## src/rtl/fc_input_sequencer.sv

```systemverilog
// fc_input_sequencer: streams a flattened frame to the FC MAC, one neuron pass at a time.
// The output register is one beat deep and refills on the cycle it empties or hands off.
module fc_input_sequencer #(
    parameter int NUM_ELEMS   = 225,
    parameter int NUM_NEURONS = 10,
    parameter int DATA_W      = 22
) (
    input  logic                     clk,
    input  logic                     rst,
    input  logic                     i_buffer_full,
    output logic [7:0]               o_rd_addr,
    input  logic signed [DATA_W-1:0] i_rd_data,
    output logic                     o_mac_valid,
    input  logic                     i_mac_ready,
    output logic signed [DATA_W-1:0] o_mac_data,
    output logic [11:0]              o_w_addr,
    output logic                     o_mac_first,
    output logic                     o_mac_last,
    output logic [3:0]               o_neuron_idx,
    input  logic                     i_acc_done,
    input  logic                     i_abort,
    output logic                     o_buf_release,
    output logic                     o_busy,
    output logic                     o_frame_done
);
    typedef enum logic [1:0] {IDLE, STREAM, WAIT_ACC, RELEASE} state_t;
    localparam logic [7:0]  ELEMS  = 8'(NUM_ELEMS);
    localparam logic [7:0]  E_LAST = 8'(NUM_ELEMS - 1);
    localparam logic [3:0]  N_LAST = 4'(NUM_NEURONS - 1);
    localparam logic [11:0] ELEMS12 = 12'(NUM_ELEMS);

    state_t                    state_q, state_d;
    logic [7:0]                elem_q, elem_d;
    logic [3:0]                neuron_q, neuron_d, nidx_q, nidx_d;
    logic                      valid_q, valid_d, first_q, first_d, last_q, last_d;
    logic signed [DATA_W-1:0]  data_q, data_d;
    logic [11:0]               w_addr_q, w_addr_d;
    logic                      load;

    always_comb begin
        state_d  = state_q;
        elem_d   = elem_q;
        neuron_d = neuron_q;
        valid_d  = valid_q;
        data_d   = data_q;
        w_addr_d = w_addr_q;
        first_d  = first_q;
        last_d   = last_q;
        nidx_d   = nidx_q;
        load     = 1'b0;
        unique case (state_q)
            IDLE: begin
                load    = i_buffer_full;
                state_d = i_buffer_full ? STREAM : IDLE;
            end
            STREAM: begin
                if (!valid_q || i_mac_ready) begin
                    load    = elem_q < ELEMS;
                    valid_d = elem_q < ELEMS;
                end
                if (valid_q && i_mac_ready && last_q) state_d = WAIT_ACC;
            end
            WAIT_ACC: begin
                if (i_acc_done) begin
                    state_d  = (neuron_q == N_LAST) ? RELEASE : STREAM;
                    neuron_d = (neuron_q == N_LAST) ? neuron_q : neuron_q + 4'd1;
                    elem_d   = 8'd0;
                end
            end
            RELEASE: begin
                state_d  = IDLE;
                elem_d   = 8'd0;
                neuron_d = 4'd0;
            end
        endcase
        // element counter is the fetch pointer: it moves whenever a beat enters the output register
        if (load) begin
            data_d   = i_rd_data;
            w_addr_d = 12'(neuron_q) * ELEMS12 + 12'(elem_q);
            first_d  = elem_q == 8'd0;
            last_d   = elem_q == E_LAST;
            nidx_d   = neuron_q;
            elem_d   = elem_q + 8'd1;
            valid_d  = 1'b1;
        end
        if (i_abort && state_q != IDLE) begin
            state_d = RELEASE;
            valid_d = 1'b0;
        end
    end

    always_ff @(posedge clk or posedge rst) begin
        if (rst) begin
            state_q  <= IDLE;
            elem_q   <= '0;
            neuron_q <= '0;
            valid_q  <= 1'b0;
            data_q   <= '0;
            w_addr_q <= '0;
            first_q  <= 1'b0;
            last_q   <= 1'b0;
            nidx_q   <= '0;
        end else begin
            state_q  <= state_d;
            elem_q   <= elem_d;
            neuron_q <= neuron_d;
            valid_q  <= valid_d;
            data_q   <= data_d;
            w_addr_q <= w_addr_d;
            first_q  <= first_d;
            last_q   <= last_d;
            nidx_q   <= nidx_d;
        end
    end

    assign o_rd_addr     = elem_q;
    assign o_mac_valid   = valid_q;
    assign o_mac_data    = data_q;
    assign o_w_addr      = w_addr_q;
    assign o_mac_first   = first_q;
    assign o_mac_last    = last_q;
    assign o_neuron_idx  = nidx_q;
    assign o_buf_release = state_q == RELEASE;
    assign o_frame_done  = state_q == RELEASE;
    assign o_busy        = state_q != IDLE;
endmodule

```

## config.mk

```make
export PLATFORM = sky130hd
export DESIGN_NAME = fc_input_sequencer
export DESIGN_NICKNAME = d
export VERILOG_FILES = /design/src/rtl/fc_input_sequencer.sv
export SDC_FILE = /design/constraint.sdc
export NUM_CORES = 1
export LEC_CHECK = 0
export BUFFER_PORTS_ARGS = -buffer_cell sky130_fd_sc_hd__buf_4
export CORE_MARGIN = 2
export CORE_UTILIZATION = 53
export CTS_CLUSTER_DIAMETER = 120
export DETAILED_ROUTE_END_ITERATION = 6
export PLACE_DENSITY = 0.8
export SLEW_MARGIN = 20
export SYNTH_ARGS = -nofsm -noshare
export SYNTH_HDL_FRONTEND = slang
export SYNTH_SLANG_ARGS = --single-unit
```

## constraint.sdc

```tcl
create_clock -name clk -period 3.4 [get_ports clk]
set_clock_uncertainty 0.1 [all_clocks]
set_input_delay 0.34 -clock clk [delete_from_list [all_inputs] [get_ports clk]]
set_output_delay 0.34 -clock clk [all_outputs]
set_load 0.05 [all_outputs]
```

# ---- Yosys cells after proc, flatten, opt, wreduce, memory -nomap -nowiden
# Index checks and enable logic that the tools add are counted.
dict set report totals {
  inputBits 28
  wordCells 58
  ff_bits 55
  output_inout_bits 52
}
dict set report op_classes {
  n_mux 18
  multipliers 1
  add_sub_neg 3
  n_lt_le_gt_ge 1
  reduce_logical 16
  n_eq_ne 10
}
# op count
set ops {}
lappend ops {{2-to-1 mux 8 bit} 2}
lappend ops {{case mux 8 bit (2 select lines)} 1}
lappend ops {{adder 12 x 8 -> 12 bit} 1}
lappend ops {{multiplier 4 x 8 -> 12 bit, second input constant} 1}
lappend ops {{!= test 3 bit, second input constant} 3}
lappend ops {{nonzero test 3 bit} 3}
lappend ops {{adder 8 x 1 -> 8 bit, second input constant} 1}
lappend ops {{== test 8 bit, second input constant} 1}
lappend ops {{logical NOT 8 bit} 1}
lappend ops {{< comparator 8 bit, second input constant} 1}
lappend ops {{2-to-1 mux 2 bit} 4}
lappend ops {{2-to-1 mux 4 bit} 2}
lappend ops {{case mux 2 bit (4 select lines)} 1}
lappend ops {{case mux 4 bit (2 select lines)} 1}
lappend ops {{2-to-1 mux 1 bit} 6}
lappend ops {{AND reduction 2 bit} 3}
lappend ops {{adder 4 x 1 -> 4 bit, second input constant} 1}
lappend ops {{== test 2 bit, second input constant} 2}
lappend ops {{== test 4 bit, second input constant} 1}
lappend ops {{!= test 2 bit, second input constant} 2}
lappend ops {{nonzero test 2 bit} 2}
lappend ops {{logical AND 1 bit} 3}
lappend ops {{AND reduction 3 bit} 1}
lappend ops {{== test 2 x 1 -> 1 bit, second input constant} 1}
lappend ops {{4 further kinds} 4}

# ---- Longest topological paths before layout
dict set report depth {
  word_depth 6
  mapped_depth 11
  ltp_nobuf 11
}

# ---- Worst setup path before layout
# No wires, ideal clock.
dict set report synth_timing {
  kind {register to register}
  from {register neuron_q[2]}
  to {register w_addr_q[10] (netlist: o_w_addr[10])}
  period_less_slack_ns 2.937
  path_stages_with_launch 10
  n_path_buf 0
  arrival_time_ns 2.754
  t_required_ns 3.217
  setup_slack_ns 0.463
  setup_ns 0.083
  cell_sequence {dfrtp_1 > ha_1 > ha_1 > fa_1 > ha_1 > a21o_1 > a21o_1 > a221o_1 > xnor2_1 > o21ai_0}
}
dict set report synth_between {
  elab_chain_len 2
}
# element line_no
set synth_lines {}
lappend synth_lines {{start, declared} 34} ;# logic [3:0] neuron_q, neuron_d, nidx_q, nidx_d;
lappend synth_lines {{start signal, assigned} 106} ;# neuron_q <= neuron_d;
lappend synth_lines {{multiplier 4 x 8 -> 12 bit} 79} ;# w_addr_d = 12'(neuron_q) * ELEMS12 + 12'(elem_q);
lappend synth_lines {{adder 12 x 8 -> 12 bit} 79}
lappend synth_lines {{end signal, assigned} 109} ;# w_addr_q <= w_addr_d;
lappend synth_lines {{end, declared} 37} ;# logic [11:0] w_addr_q, w_addr_d;
# Every way passes these cells.
# A chain may end at the register's enable or synchronous reset.

# ---- Final worst setup path
dict set report layout_timing {
  from {register neuron_q[3]}
  to {register w_addr_q[10] (netlist: o_w_addr[10])}
}
# The elaborated chain is that of the path after synthesis.

==> results.md <==
- RSZ-0062 raised after global routing: false
- Global-route wire length before repair: 11,220 um
- Synthesized netlist cell count: 313
- Final design instance area without fill: 3735 sq um
- Routed via count divided by cell count: 5.392
- Critical path class: register to register
- Total die area: 6264 sq um
- Placed cell areas: 3628 sq um
- Core region area: 5473 sq um
- Initial Utilization: 54.69%
- Die Span X: 79.15 um
- Cell Rows: 27
- Highest achievable clock rate: 323.1 MHz
- Share of synthesized area occupied by flip-flops and latches: 45.99%
- WP data arrival: 3.18 ns
- Worst Max-Slew Pin Slew: 0.9251 ns
- Critical path capture point type: register
- Min-Delay Path Class: input pin to async pin
- Critical-path top delay cell: dfrtp_1
- Initial antenna violation count: 0
- Clock root buffer: clkbuf_8
- Leak: 2.077 nW
- Outcome: finished, final reports clean
- Worst rel slew slack: 37.67%
- First-pass iteration count of the detailed router: 4
- Fraction of layout instances using a drive strength above 1: 24.10%
- Hold Vio Cnt, Final: 0
- Post-cts gate resize count: 0
- Average detailed-routed wire length per instance: 14.49 um
- Clock tree from TritonCTS: yes
- Min Tclk post-route: 3.095 ns
- Number of filler cells placed in the layout: 443
- Number of port buffers: 79
- Cell-by-cell trace of the critical path: fa_1 -> ha_1 -> ha_1 -> ha_1 -> and4_1 -> and2_1 -> a221o_1 -> xnor2_1 -> o21ai_0
- Fin crit share: 91.02%
- Count of antenna diodes in the layout: 0
- Setup fix buffers added after clock tree synthesis: 0
- Slew Viols, Final: 0
- Number of global-route vias before repair: 2,448
- Count of nets left with antenna violations after detail routing: 0
- Distinct cell type count after synthesis: 44
- MaxCap Viol Count: 0
- CP most frequent cell: ha_1
- Hold bufs inserted after CTS: 0
- Detailed Place HPWL: 4945 um
- Prevailing post-synth register cell: dfrtp_1
- Required arrival time at the worst endpoint: 3.49 ns
- Setup crit start kind: register
- Drt initial violations: 132
- Maximum level of the CTS H-tree: 2
- Post-Synthesis Mean Instance Area: 9.562 sq um
- Post-synth EDFFs: 0
- Cell area after synthesis: 2993 sq um
- Share of flip-flops with an asynchronous set or reset after synthesis: 100.0%
- Warnings from Yosys: 0
- Power density over the cells: 950.6 nW/um^2
- Maximum cell stage delay along the critical path: 0.54 ns
- Area added between synthesis and finish: 24.79%
- Pin count of the biggest net entering global routing: 50
- Nets in the synthesized netlist: 374
- TritonCTS Sinks: 55
- Number of ports placed on the die boundary: 80
- Area used by multi-input combinational logic: 1513 sq um
- TritonCTS buffer count: 5
- Total DRC errors in the routed layout: 0
- Max Buffers Root-to-Sink: 2
- DIE HEIGHT: 79.15 um
- Worst-skew pair later-pin latency: 0.31 ns
- Critical Path Fanout Max: 8
- Total routing resource utilization after global routing: 22.56%
- Final weighted congestion of routability-driven global placement: 0.8135
- Delay-heaviest family, CP: adder cells
- Total Negative Setup Slacks: 0 ns
- Area taken by flip-flops and latches: 1376 sq um
- Vias after detailed routing: 2,491
- Buffers plus inverters on the worst setup path: 0
- IR Drop Worst-Case VDD: 0.0006513 V
- Remaining global-route overflow: 0
- Number of register bits inferred by synthesis: 55
- Internal reg-to-reg setup slack: 0.31 ns
- Clock transition at the registers of the reported paths: 0.09 ns
- Final #Nets: 451
- Overall routed net length: 6695 um
- Final setup vio count: 0
## state kept, by name, indices dropped and copies added, names as in the netlist
name and count:
o_mac_first 1, o_mac_last 1, o_w_addr 12, o_mac_valid 1
state_q 2, o_rd_addr 8, o_neuron_idx 4, o_mac_data 22
neuron_q 4
## layer usage
layer / vias to the layer above / routed length (um) / GRT usage [%]
met1: 1192 / 2878 / 29.13
met5: - / 0 / 0
met4: 0 / 66 / 5.690
met2: 91 / 3269 / 38.90
li1: 1200 / - / -
met3: 8 / 480 / 4.659
## layout make-up
cell class / count / area share (%)
repair buffers: 82 / 16.48
flip-flops and latches: 55 / 36.85
clock inverters: 2 / 1.005
multi-input cells: 237 / 40.50
well taps: 72 / 2.412
inverters: 9 / 0.9045
clock buffers: 5 / 1.843
## final timing paths
kind	depth (start not counted)	startpoint	end
worst max-delay path	9	neuron_q[3]	o_w_addr[10]
worst min-delay path	2	rst	o_mac_data[2]
worst max register to register	9	neuron_q[3]	o_w_addr[10]
worst min register to register	2	o_mac_data[14]	o_mac_data[14]
max in group asynchronous	3	rst	o_mac_data[8]
min in group clk	3	i_rd_data[10]	o_mac_data[10]
## stage by stage
stage / utilization (%) / total power, W / worst slack, ns / hold slack (ns) / std cells
floorplan: - / 0.002593 / 0.4632 / 0.3267 / 313
global placement: 66.30 / 0.003093 / 0.3754 / 0.3593 / 455
detailed placement: 66.30 / 0.003155 / 0.3348 / 0.3671 / 455
CTS: 68.24 / 0.003577 / 0.3296 / 0.08685 / 462
global route: 68.24 / 0.003789 / 0.1670 / 0.1150 / 462
finish: 68.24 / 0.003550 / 0.3052 / 0.05963 / 462
## synth_stat cells, types with 2 or more instances
cell      instances  area, sq um
fa_1              4        80.08
ha_1             29        362.9
o22a_1            2        17.52
buf_2             5        25.02
o21ai_0          16        80.08
and2_1            2        12.51
a31oi_1           3        18.77
nand3_1           5        25.02
xnor2_1           5        43.79
a21oi_1           6        30.03
and3_1            3        18.77
nor2_1            8        30.03
nand2_1         107        401.6
xor2_1            7        61.31
o21a_1            2        15.01
dfrtp_1          55         1376
a21o_1            6        45.04
o21ai_1           2        10.01
o21bai_1          2        15.01
inv_1             9        33.78
nand2b_1          3        18.77
o31ai_1           3        22.52
buf_4             6        45.04
mux2i_1           2        20.02
nand4_1           2        12.51
## report_power, final
part	total (W)	internal (W)	switching, W
registers	0.00106	0.000880	0.000175
clock network	0.000422	0.000215	0.000207
logic	0.00207	0.000614	0.00146
## cells in the final DEF, fill, tap and decap left out, types with 4 or more instances in the layout
cell type / instances
buf_4: 82
clkbuf_8: 5
nand2_1: 107
xnor2_1: 5
nand3_1: 5
o21ai_0: 16
ha_1: 29
dfrtp_1: 55
nor2_1: 8
xor2_1: 7
a21o_1: 6
a21oi_1: 6
inv_1: 8
fa_1: 4
## kinds of logic (layout without fill, tap and decap cells)
logic type               Yosys count  in the layout  share of synthesized area (%)
buffers and inverters             21             98                          3.846
XOR/XNOR                          12             12                          3.512
flip-flops                        55             55                          45.99
AND/OR/NAND/NOR                  137            137                          19.06
multiplexers                       3              3                          1.170
adder cells (fa/ha/maj)           33             33                          14.80
AO/OA/AOI/OAI                     52             52                          11.62
No activity file was read; power rests on OpenSTA's default activity.
